**src/rtl/ls_unit_pkg.sv**
```systemverilog
// Shared types, opcode map and helpers for the load/store unit.
// Opcodes are numbered loads first, so one compare against OPENUM_LHU separates loads from stores.
package ls_unit_pkg;
  localparam int OPENUM_W = 6;

  typedef logic [31:0] DATA_TYPE;
  typedef logic [31:0] ADDR_TYPE;
  typedef logic [3:0]  ROB_ID_TYPE;

  localparam ROB_ID_TYPE ZERO_ROB  = '0;
  localparam DATA_TYPE   ZERO_WORD = '0;

  localparam logic [OPENUM_W-1:0] OPENUM_LB  = 6'd0;
  localparam logic [OPENUM_W-1:0] OPENUM_LH  = 6'd1;
  localparam logic [OPENUM_W-1:0] OPENUM_LW  = 6'd2;
  localparam logic [OPENUM_W-1:0] OPENUM_LBU = 6'd3;
  localparam logic [OPENUM_W-1:0] OPENUM_LHU = 6'd4;
  localparam logic [OPENUM_W-1:0] OPENUM_SB  = 6'd5;
  localparam logic [OPENUM_W-1:0] OPENUM_SH  = 6'd6;
  localparam logic [OPENUM_W-1:0] OPENUM_SW  = 6'd7;

  typedef enum logic [1:0] {
    IDLE     = 2'd0,
    WAIT_MEM = 2'd1,
    RESULT   = 2'd2
  } state_e;

  function automatic logic is_load(input logic [OPENUM_W-1:0] op);
    return op <= OPENUM_LHU;
  endfunction

  function automatic logic [2:0] op_size(input logic [OPENUM_W-1:0] op);
    case (op)
      OPENUM_LB, OPENUM_LBU, OPENUM_SB: return 3'd1;
      OPENUM_LH, OPENUM_LHU, OPENUM_SH: return 3'd2;
      default:                          return 3'd4;
    endcase
  endfunction
endpackage

```
**src/rtl/ls_extend.sv**
```systemverilog
// Combinational load-data extender: sign/zero-extends raw right-aligned memory data by opcode.
module ls_extend
  import ls_unit_pkg::*;
#(
  parameter int DATA_W = 32
) (
  input  logic [OPENUM_W-1:0] openum_i,
  input  logic [DATA_W-1:0]   raw_i,
  output logic [DATA_W-1:0]   result_o
);
  always_comb begin
    result_o = raw_i;
    case (openum_i)
      OPENUM_LB:  result_o = {{(DATA_W-8){raw_i[7]}}, raw_i[7:0]};
      OPENUM_LH:  result_o = {{(DATA_W-16){raw_i[15]}}, raw_i[15:0]};
      OPENUM_LBU: result_o = {{(DATA_W-8){1'b0}}, raw_i[7:0]};
      OPENUM_LHU: result_o = {{(DATA_W-16){1'b0}}, raw_i[15:0]};
      default:    result_o = raw_i;
    endcase
  end
endmodule

```
**src/rtl/ls_unit.sv**
```systemverilog
// Single-slot load/store unit: takes one LSB request, runs it on the memory controller,
// and broadcasts extended load data on the LS CDB. Handshake: a request is taken only when
// enable_from_lsb is high while busy_to_lsb would otherwise be low (IDLE, no rollback).
module ls_unit
  import ls_unit_pkg::*;
#(
  parameter int ADDR_W   = 32,
  parameter int DATA_W   = 32,
  parameter int ROB_ID_W = 4
) (
  input  logic                clk,
  input  logic                rst_n,
  input  logic                rdy,
  input  logic                enable_from_lsb,
  input  logic [OPENUM_W-1:0] openum_from_lsb,
  input  logic [ADDR_W-1:0]   addr_from_lsb,
  input  logic [DATA_W-1:0]   store_data_from_lsb,
  input  logic [ROB_ID_W-1:0] rob_id_from_lsb,
  output logic                busy_to_lsb,
  input  logic                rollback,
  output logic                mem_req,
  output logic                mem_wr,
  output logic [ADDR_W-1:0]   mem_addr,
  output logic [2:0]          mem_size,
  output logic [DATA_W-1:0]   mem_wdata,
  input  logic                mem_done,
  input  logic [DATA_W-1:0]   mem_rdata,
  output logic                cdb_valid,
  output logic [ROB_ID_W-1:0] cdb_rob_id,
  output logic [DATA_W-1:0]   cdb_result,
  output state_e              dbg_state
);
  state_e                state_q;
  logic [OPENUM_W-1:0]   op_q;
  logic [ROB_ID_W-1:0]   rob_q;
  logic                  kill_q;
  logic                  cdb_valid_q;
  logic [DATA_W-1:0]     ext_result;
  logic [DATA_W-1:0]     wdata_masked;
  logic [2:0]            req_size;

  ls_extend #(.DATA_W(DATA_W)) u_extend (
    .openum_i (op_q),
    .raw_i    (mem_rdata),
    .result_o (ext_result)
  );

  assign req_size = op_size(openum_from_lsb);

  always_comb begin
    wdata_masked = store_data_from_lsb;
    case (req_size)
      3'd1:    wdata_masked = {{(DATA_W-8){1'b0}}, store_data_from_lsb[7:0]};
      3'd2:    wdata_masked = {{(DATA_W-16){1'b0}}, store_data_from_lsb[15:0]};
      default: wdata_masked = store_data_from_lsb;
    endcase
  end

  // Combinational so a registered LSB enable cannot double-book the single slot.
  assign busy_to_lsb = (state_q != IDLE) || enable_from_lsb;
  assign cdb_valid   = cdb_valid_q && !rollback;
  assign dbg_state   = state_q;

  always_ff @(posedge clk or negedge rst_n) begin
    if (!rst_n) begin
      state_q     <= IDLE;
      op_q        <= '0;
      rob_q       <= '0;
      kill_q      <= 1'b0;
      mem_req     <= 1'b0;
      mem_wr      <= 1'b0;
      mem_addr    <= '0;
      mem_size    <= '0;
      mem_wdata   <= '0;
      cdb_valid_q <= 1'b0;
      cdb_rob_id  <= '0;
      cdb_result  <= '0;
    end else if (rdy) begin
      mem_req     <= 1'b0;
      cdb_valid_q <= 1'b0;
      case (state_q)
        IDLE: begin
          if (enable_from_lsb && !rollback) begin
            op_q      <= openum_from_lsb;
            rob_q     <= rob_id_from_lsb;
            kill_q    <= 1'b0;
            mem_req   <= 1'b1;
            mem_wr    <= !is_load(openum_from_lsb);
            mem_addr  <= addr_from_lsb;
            mem_size  <= req_size;
            mem_wdata <= wdata_masked;
            state_q   <= WAIT_MEM;
          end
        end
        WAIT_MEM: begin
          // The controller cannot abort, so a flushed load just loses its broadcast.
          if (rollback && is_load(op_q)) kill_q <= 1'b1;
          if (mem_done) begin
            kill_q <= 1'b0;
            if (is_load(op_q) && !kill_q && !rollback) begin
              cdb_valid_q <= 1'b1;
              cdb_rob_id  <= rob_q;
              cdb_result  <= ext_result;
              state_q     <= RESULT;
            end else begin
              state_q <= IDLE;
            end
          end
        end
        RESULT:  state_q <= IDLE;
        default: state_q <= IDLE;
      endcase
    end
  end
endmodule

```
**config.mk**
```make
export PLATFORM = sky130hd
export DESIGN_NAME = ls_unit
export DESIGN_NICKNAME = d
export VERILOG_FILES = /design/src/rtl/ls_unit_pkg.sv /design/src/rtl/ls_extend.sv /design/src/rtl/ls_unit.sv
export SDC_FILE = /design/constraint.sdc
export NUM_CORES = 1
export LEC_CHECK = 0
export ABC_AREA = 1
export BUFFER_PORTS_ARGS = -buffer_cell sky130_fd_sc_hd__buf_4
export CORE_ASPECT_RATIO = 0.5
export CORE_MARGIN = 2
export CORE_UTILIZATION = 48
export DETAILED_ROUTE_END_ITERATION = 7
export PLACE_DENSITY = 0.79
export SETUP_SLACK_MARGIN = 0.02
export SLEW_MARGIN = 40
export SYNTH_ARGS = -nofsm -noshare
export SYNTH_HDL_FRONTEND = slang
export SYNTH_SLANG_ARGS = --single-unit
```
**constraint.sdc**
```tcl
create_clock -name clk -period 1.82 [get_ports clk]
set_clock_uncertainty 0.05 [all_clocks]
set_input_delay 0.091 -clock clk [delete_from_list [all_inputs] [get_ports clk]]
set_output_delay 0.091 -clock clk [all_outputs]
set_load 0.05 [all_outputs]
```
==> out/metrics.yaml, run 1 <==
ir_drop_uv: 1020
track_usage: 0.291
hpwl_microns: 9570
layout_min_cycle_time_ns: 1.64
critPathKind: "flip-flop to flip-flop"
synth_xor_area_frac: 0
drcViolationCount: 0
setup_tns_ns: 0
crit_path_end_kind: "flip-flop"
synthesis.nets: 774
avgSynthCellArea_sq_um: 8.11
finalHoldViolCount: 0
ios: 221
antenna_found_initial: 0
cts.sinks: 119
min_path_type: "primary input to flip-flop"
setup_violations: 0
synth_cells: 662
internal_power_uw: 8880
place.gp.congestion: 0.819
clock_path_buffers: 2
nNetsFinal: 1094
power.switching_uw: 7850
clock_power_share: 0.224
synth_top_area_frac: 0.555
dieArea_sq_um: 12100
synth_top_area_cell: "dfrtp_1"
required_ns: 2.11
ant_nets: 0
ys.flop_type: "dfrtp_1"
synth_seq_area_share: 0.555
cts_tree: "done"
numPortBuffers: 220
vias_per_cell: 4.85
power_uw: 16700
leakagePower_uw: 0.00494
wl_microns: 17300
clkTransAtPathRegs_ns: 0.06
grt_max_degree: 80
ys_ff_latch: 119
num_vias: 5528
swShare: 0.469
p_comb_frac: 0.501
htree_levels: 4
first_pass_iters: 5
synth_edf_count: 0
fmax_ghz: 0.608
maxSlewHeadroom: 0.696
synth-compound-area-share: 0.0413
synth_top_family_by_area: "simple AND/OR/NAND/NOR gates"
fin_cells: 1139
grt_pass1_wl_microns: 27900
regArea_sq_um: 2980
start_kind: "flip-flop"
clockRootBuffer: "clkbuf_16"
ys_warn_count: 0
multi_input_area_sq_um: 1930
synth_area_sq_um: 5370
die_w_microns: 154
dp_slack_ns: 0.262
postLayoutSetupSlackWorst_ns: 0.176
synth_mux_area_frac: 0
n_antenna_cell: 0
area_growth_pct: 64.5
clk_latency_ns: 0.41
p_per_area_nw_per_um2: 1900
rows: 27
grt_setup_unrepaired: "no"
first_global_vias: 5655
synth-async-reset-ratio: 1.00
drv_slew: 0
grt.overflow.total: 0
synthSimpleGateAreaFrac: 0.318
yosys.cell_types.count: 24
die_y_microns: 78.8
status: "completed"
dp.cells: 1008
cp_max_fo: 46
detail_route.wl_per_cell_microns: 15.1
cts_made_buffers: 17
synthAdderAreaFrac: 0
synth.area.top_cells: "dfrtp_1, nand2_1, inv_1"
layout-drive-gt1-share: 0.295
cap_violations: 0
power_frac_seq: 0.275
min_period_over_period: 0.903
dr.first_iter.drc_count: 461
arrival_ns: 1.94
worstMarginPinSlew_ns: 0.455
core_sq_um: 10900
fillers: 627
start_util: 0.490
[critical path, cell delays in order (launching register included)]
cell and delay, ns:
dfrtp_1 0.43, nor2_2 0.19, nand3_2 0.15, inv_2 0.17
buf_12 0.23, nand2_1 0.10, nand3b_1 0.17, nand2_1 0.08
[cells by family after synthesis]
| kind of cell | after synthesis |
|---|---|
| AND/OR/NAND/NOR | 401 |
| flip-flops | 119 |
| buffers and inverters | 107 |
| AO/OA/AOI/OAI | 35 |
[flip-flops by register name (all words and copies together), names as in the netlist, 2 cells and up]
signal      flops
mem_addr       32
op_q            6
mem_size        3
cdb_result     32
rob_q           4
mem_wdata      32
dbg_state       2
cdb_rob_id      4
[cell usage after synthesis (2+ instances only)]
cell,n
nand2_1,278
dfrtp_1,119
inv_1,75
nor2_1,57
nand3_1,31
o21ai_0,21
buf_2,16
nand3b_1,16
o21ai_2,12
nor2_2,9
clkbuf_1,7
buf_6,4
buf_4,3
nand3_2,3
inv_2,2
[cells in the final DEF, fill, tap and decap left out, drive strengths merged]
cell type / Yosys / routed
dlygate4sd3: 0 / 100
a21oi: 1 / 1
o21ai: 33 / 33
nand3b: 16 / 16
inv: 77 / 77
buf: 23 / 231
nor2: 67 / 67
clkinv: 0 / 4
clkbuf: 7 / 22
bufinv: 0 / 5
nor3: 1 / 1
dfrtp: 119 / 119
nand2: 280 / 280
nand3: 35 / 35
a31oi: 1 / 1
nand4: 2 / 2
[power groups by stage]
stage / combinational (uW) / sequential (uW) / clock, uW
after global placement: 7960 / 4500 / 0
after CTS: 8290 / 4530 / 3750
after detailed placement: 8100 / 4530 / 0
final: 8390 / 4600 / 3750
after floorplan: 1850 / 8210 / 0
after global routing: 8880 / 4740 / 3900
[path summary, 6_finish.rpt]
| path | slack [ns] | from | cells after the start | to |
|---|---|---|---|---|
| max | 0.18 | dbg_state[1]$_DFFE_PN0P_ | 7 | mem_wdata[19]$_DFFE_PN0P_ |
| min | 0.005 | mem_rdata[24] | 5 | cdb_result[24]$_DFFE_PN0P_ |
| max reg2reg | 0.18 | dbg_state[1]$_DFFE_PN0P_ | 7 | mem_wdata[19]$_DFFE_PN0P_ |
| min reg2reg | 0.43 | mem_addr[18]$_DFFE_PN0P_ | 2 | mem_addr[18]$_DFFE_PN0P_ |
| max in group asynchronous | 0.97 | rst_n | 3 | cdb_result[7]$_DFFE_PN0P_ |
| min in group asynchronous | 0.12 | rst_n | 2 | mem_wdata[26]$_DFFE_PN0P_ |
[layout make-up]
type	instances	area share
inverter	77	0.0327
tap	145	0.0206
clock inverter	9	0.0193
timing repair buffer	331	0.317
multi-input combinational	436	0.218
sequential	119	0.337
clock buffer	22	0.0549
[through the flow]
stage | cell area (sq um) | util | hold slack, ns
detailed placement | 7170 | 0.655 | 0.0225
floorplan | 5370 | - | -0.255
CTS | 8830 | 0.806 | 0.000261
finish | 8830 | 0.806 | 0.00549
global placement | 7170 | 0.655 | 0.0168
global route | 8830 | 0.806 | 0.0208
[timing repair]
| action | 4_1_cts | 5_1_grt |
|---|---|---|
| setup buffers | 0 | 0 |
| gates resized for setup | 0 | 0 |
| hold buffers | 100 | 0 |
| hold endpoints to repair | 189 | 0 |
[metal layers]
metal / track usage / share of wire
met4: 0.119 / 0.032
met1: 0.346 / 0.40
met5: 0 / 0
met3: 0.0655 / 0.044
met2: 0.521 / 0.53
Power figures use the tool's default switching activity.
==> run 2: changes to the inputs <==
Settings changed: SYNTH_HIERARCHICAL from default to 1.
==> run 2 against run 1 <==
Global-route usage increased by 1.9 points. Register-to-register slack worse by 0.06 ns. Critical path type is now primary input to flip-flop. First-iteration DRC count is 5.9% lower. Flip-flop and latch count is the same. Worst hold slack better by 0.025 ns. Clock power is 3% lower.
==> out/metrics.yaml, run 2 <==
arrival_ns: 2.04  # +0.10 ns
crit_path_end_kind: "flip-flop"
p_per_area_nw_per_um2: 1910  # +0.72%
worstMarginPinSlew_ns: 0.452  # -0.00246 ns
core_sq_um: 10900  # unchanged
power.switching_uw: 7830  # -0.27%
layout-drive-gt1-share: 0.300  # +0.00544
dr.first_iter.drc_count: 434  # -5.9%
grt_pass1_wl_microns: 29600  # +6.2%
synth_cells: 632  # -4.5%
wirelength_met1_microns: 6900  # +0.39%
track_usage: 0.310  # +0.0188
start_kind: "primary input"
clkTransAtPathRegs_ns: 0.06  # about the same
swShare: 0.477  # +0.00752
cp_max_fo: 8  # -83%
critPathKind: "primary input to flip-flop"
fmax_ghz: 0.550  # -9.6%
cts_tree: "done"
drcViolationCount: 0  # unchanged
reg2reg_from: "op_q[5]$_DFFE_PN0P_"
grt_max_degree: 45  # -44%
antenna_found_initial: 0  # unchanged
fin_cells: 1093  # -4.0%
avgSynthCellArea_sq_um: 8.48  # +4.6%
cp-endpoint: "mem_wdata[10]$_DFFE_PN0P_"
first_global_vias: 5945  # +5.1%
place.gp.congestion: 0.779  # -4.9%
required_ns: 2.04  # -0.07 ns
dp.cells: 964  # -4.4%
synth_top_area_cell: "dfrtp_1"
synth.area.top_cells: "dfrtp_1, nand2_1, nand4_1"
r2r_cells: 7  # unchanged
cap_violations: 0  # unchanged
ant_nets: 0  # unchanged
grt.overflow.total: 0  # unchanged
cts.sinks: 119  # unchanged
area_growth_pct: 60.4
hpwl_microns: 10200  # +6.4%
finalHoldViolCount: 0  # unchanged
regArea_sq_um: 2980  # unchanged
min_period_over_period: 0.999  # +0.0960
power_frac_seq: 0.279  # +0.004
dieArea_sq_um: 12100  # about the same
ys_warn_count: 6  # +6
synth_commonest_cells: "nand2_1, dfrtp_1, nand3_1, nand4_1, o21ai_0"
start_util: 0.490  # about the same
clock_path_buffers: 2  # unchanged
synth-async-reset-ratio: 1.00  # unchanged
ir_drop_uv: 1000  # -1.7%
wl_microns: 18500  # +7.3%
fillers: 671  # +7.0%
internal_power_uw: 8590  # -3.2%
rr_endpoint: "cdb_result[23]$_DFFE_PN0P_"
ys.flop_type: "dfrtp_1"
num_vias: 5754  # +4.1%
ios: 221  # unchanged
r2r_slack_ns: 0.12  # -0.06 ns
vias_per_cell: 5.26  # +8.5%
yosys.cell_types.count: 22  # -8.3%
yosysMostFrequentCell: "nand2_1"
htree_levels: 4  # unchanged
p_comb_frac: 0.499  # -0.002
rows: 27  # unchanged
hold_ws_ns: 0.0302  # +0.0247 ns
highest_layer: "met4"
synth_edf_count: 0  # unchanged
clock_power_share: 0.222  # -0.002
layout_common_cells: "nand2_1, buf_4, dfrtp_1"
maxSlewHeadroom: 0.699  # +0.00236
grt_setup_unrepaired: "yes"
synth_area_sq_um: 5360  # about the same
power_uw: 16400  # -1.8%
top_regs: "cdb_result x32, mem_addr x32, mem_wdata x32"
numPortBuffers: 220  # unchanged
setup_violations: 0  # unchanged
cts_made_buffers: 17  # unchanged
clk_latency_ns: 0.41  # about the same
nNetsFinal: 1047  # -4.3%
layout_min_cycle_time_ns: 1.82  # +0.175 ns
route.met3.wl_microns: 1160  # +52%
synthesis.nets: 746  # -3.6%
crit_start: "openum_from_lsb[0]"
drv_slew: 0  # unchanged
first_pass_iters: 5  # unchanged
ys_ff_latch: 119  # unchanged
multi_input_area_sq_um: 1980  # +2.9%
synth_seq_area_share: 0.555  # about the same
synth_top_area_frac: 0.555  # about the same
clockRootBuffer: "clkbuf_16"
detail_route.wl_per_cell_microns: 16.9  # +12%
die_w_microns: 153  # about the same
die_y_microns: 78.7  # about the same
min_path_type: "primary input to flip-flop"
status: "completed"
layout_commonest_cell: "nand2_1"
dr_wl_met2_microns: 9400  # +3.7%
leakagePower_uw: 0.00470  # -4.9%
-- run 2: power by group through the flow --
stage	Sequential (uW)	Combinational [uW]	Clock, uW
2_1_floorplan	7980	1970	0
3_3_place_gp	4470	7710	0
3_5_place_dp	4490	7840	0
4_1_cts	4490	8030	3620
5_1_grt	4690	8620	3800
6_report	4580	8200	3650
-- run 2: cell type report --
type | count | area share
sequential | 119 | 0.346
timing repair buffer | 330 | 0.320
tap | 145 | 0.0211
multi-input combinational | 446 | 0.230
clock buffer | 24 | 0.0572
antenna | 2 | 0.000582
clock inverter | 8 | 0.0166
inverter | 19 | 0.00829
-- run 2: worst max-delay path, stage by stage --
cell and delay [ns]:
dlygate4sd3_1 0.54, buf_4 0.14, inv_1 0.08, nor2_1 0.07
o211ai_1 0.39, ha_4 0.28, or2_4 0.27, nand2_1 0.08
o21ai_1 0.10
-- run 2: layer usage --
metal  vias up  track usage
li1       2618            -
met1      2713        0.349
met2       326        0.542
met4         0        0.202
met3        97       0.0710
met5         -            0
-- run 2: worst min-delay path by stage --
| stage | start | end | slack, ns | depth (start not counted) |
|---|---|---|---|---|
| after floorplan | rst_n | cdb_result[0]$_DFFE_PN0P_ | -0.25 | 0 |
| after global placement | rst_n | mem_wdata[21]$_DFFE_PN0P_ | -0.02 | 1 |
| after detailed placement | rst_n | mem_wdata[19]$_DFFE_PN0P_ | -0.01 | 1 |
| after CTS | mem_rdata[15] | cdb_result[15]$_DFFE_PN0P_ | 0.02 | 5 |
| after global routing | openum_from_lsb[3] | mem_wr$_DFFE_PN0P_ | 0.04 | 5 |
| final | mem_rdata[15] | cdb_result[15]$_DFFE_PN0P_ | 0.03 | 5 |
-- run 2: cells by family (layout without fill, tap and decap cells) --
family | after synthesis | count (layout) | synth area share
and+or+nand+nor | 408 | 408 | 0.327
adders and majority gates | 2 | 2 | 0.00467
DFF | 119 | 119 | 0.555
other | 0 | 2 | 0
AOI/OAI and AO/OA | 36 | 36 | 0.0341
buffers and inverters | 67 | 381 | 0.0786
-- run 2: through the flow --
step	setup slack, ns	cell area (sq um)	util	TNS (ns)
floorplan	0.0980	5360	-	0
global placement	0.188	6990	0.639	0
detailed placement	0.116	6990	0.639	0
CTS	0.0329	8550	0.781	0
global route	-0.0406	8600	0.785	-0.0859
finish	0.00108	8600	0.786	0
-- run 2: repair_timing --
item,4_1_cts,5_1_grt
hold buffers,92,0
setup endpoints to repair,0,24
gates resized for setup,0,6
setup buffers,0,3
endpoints found under the hold margin,188,0
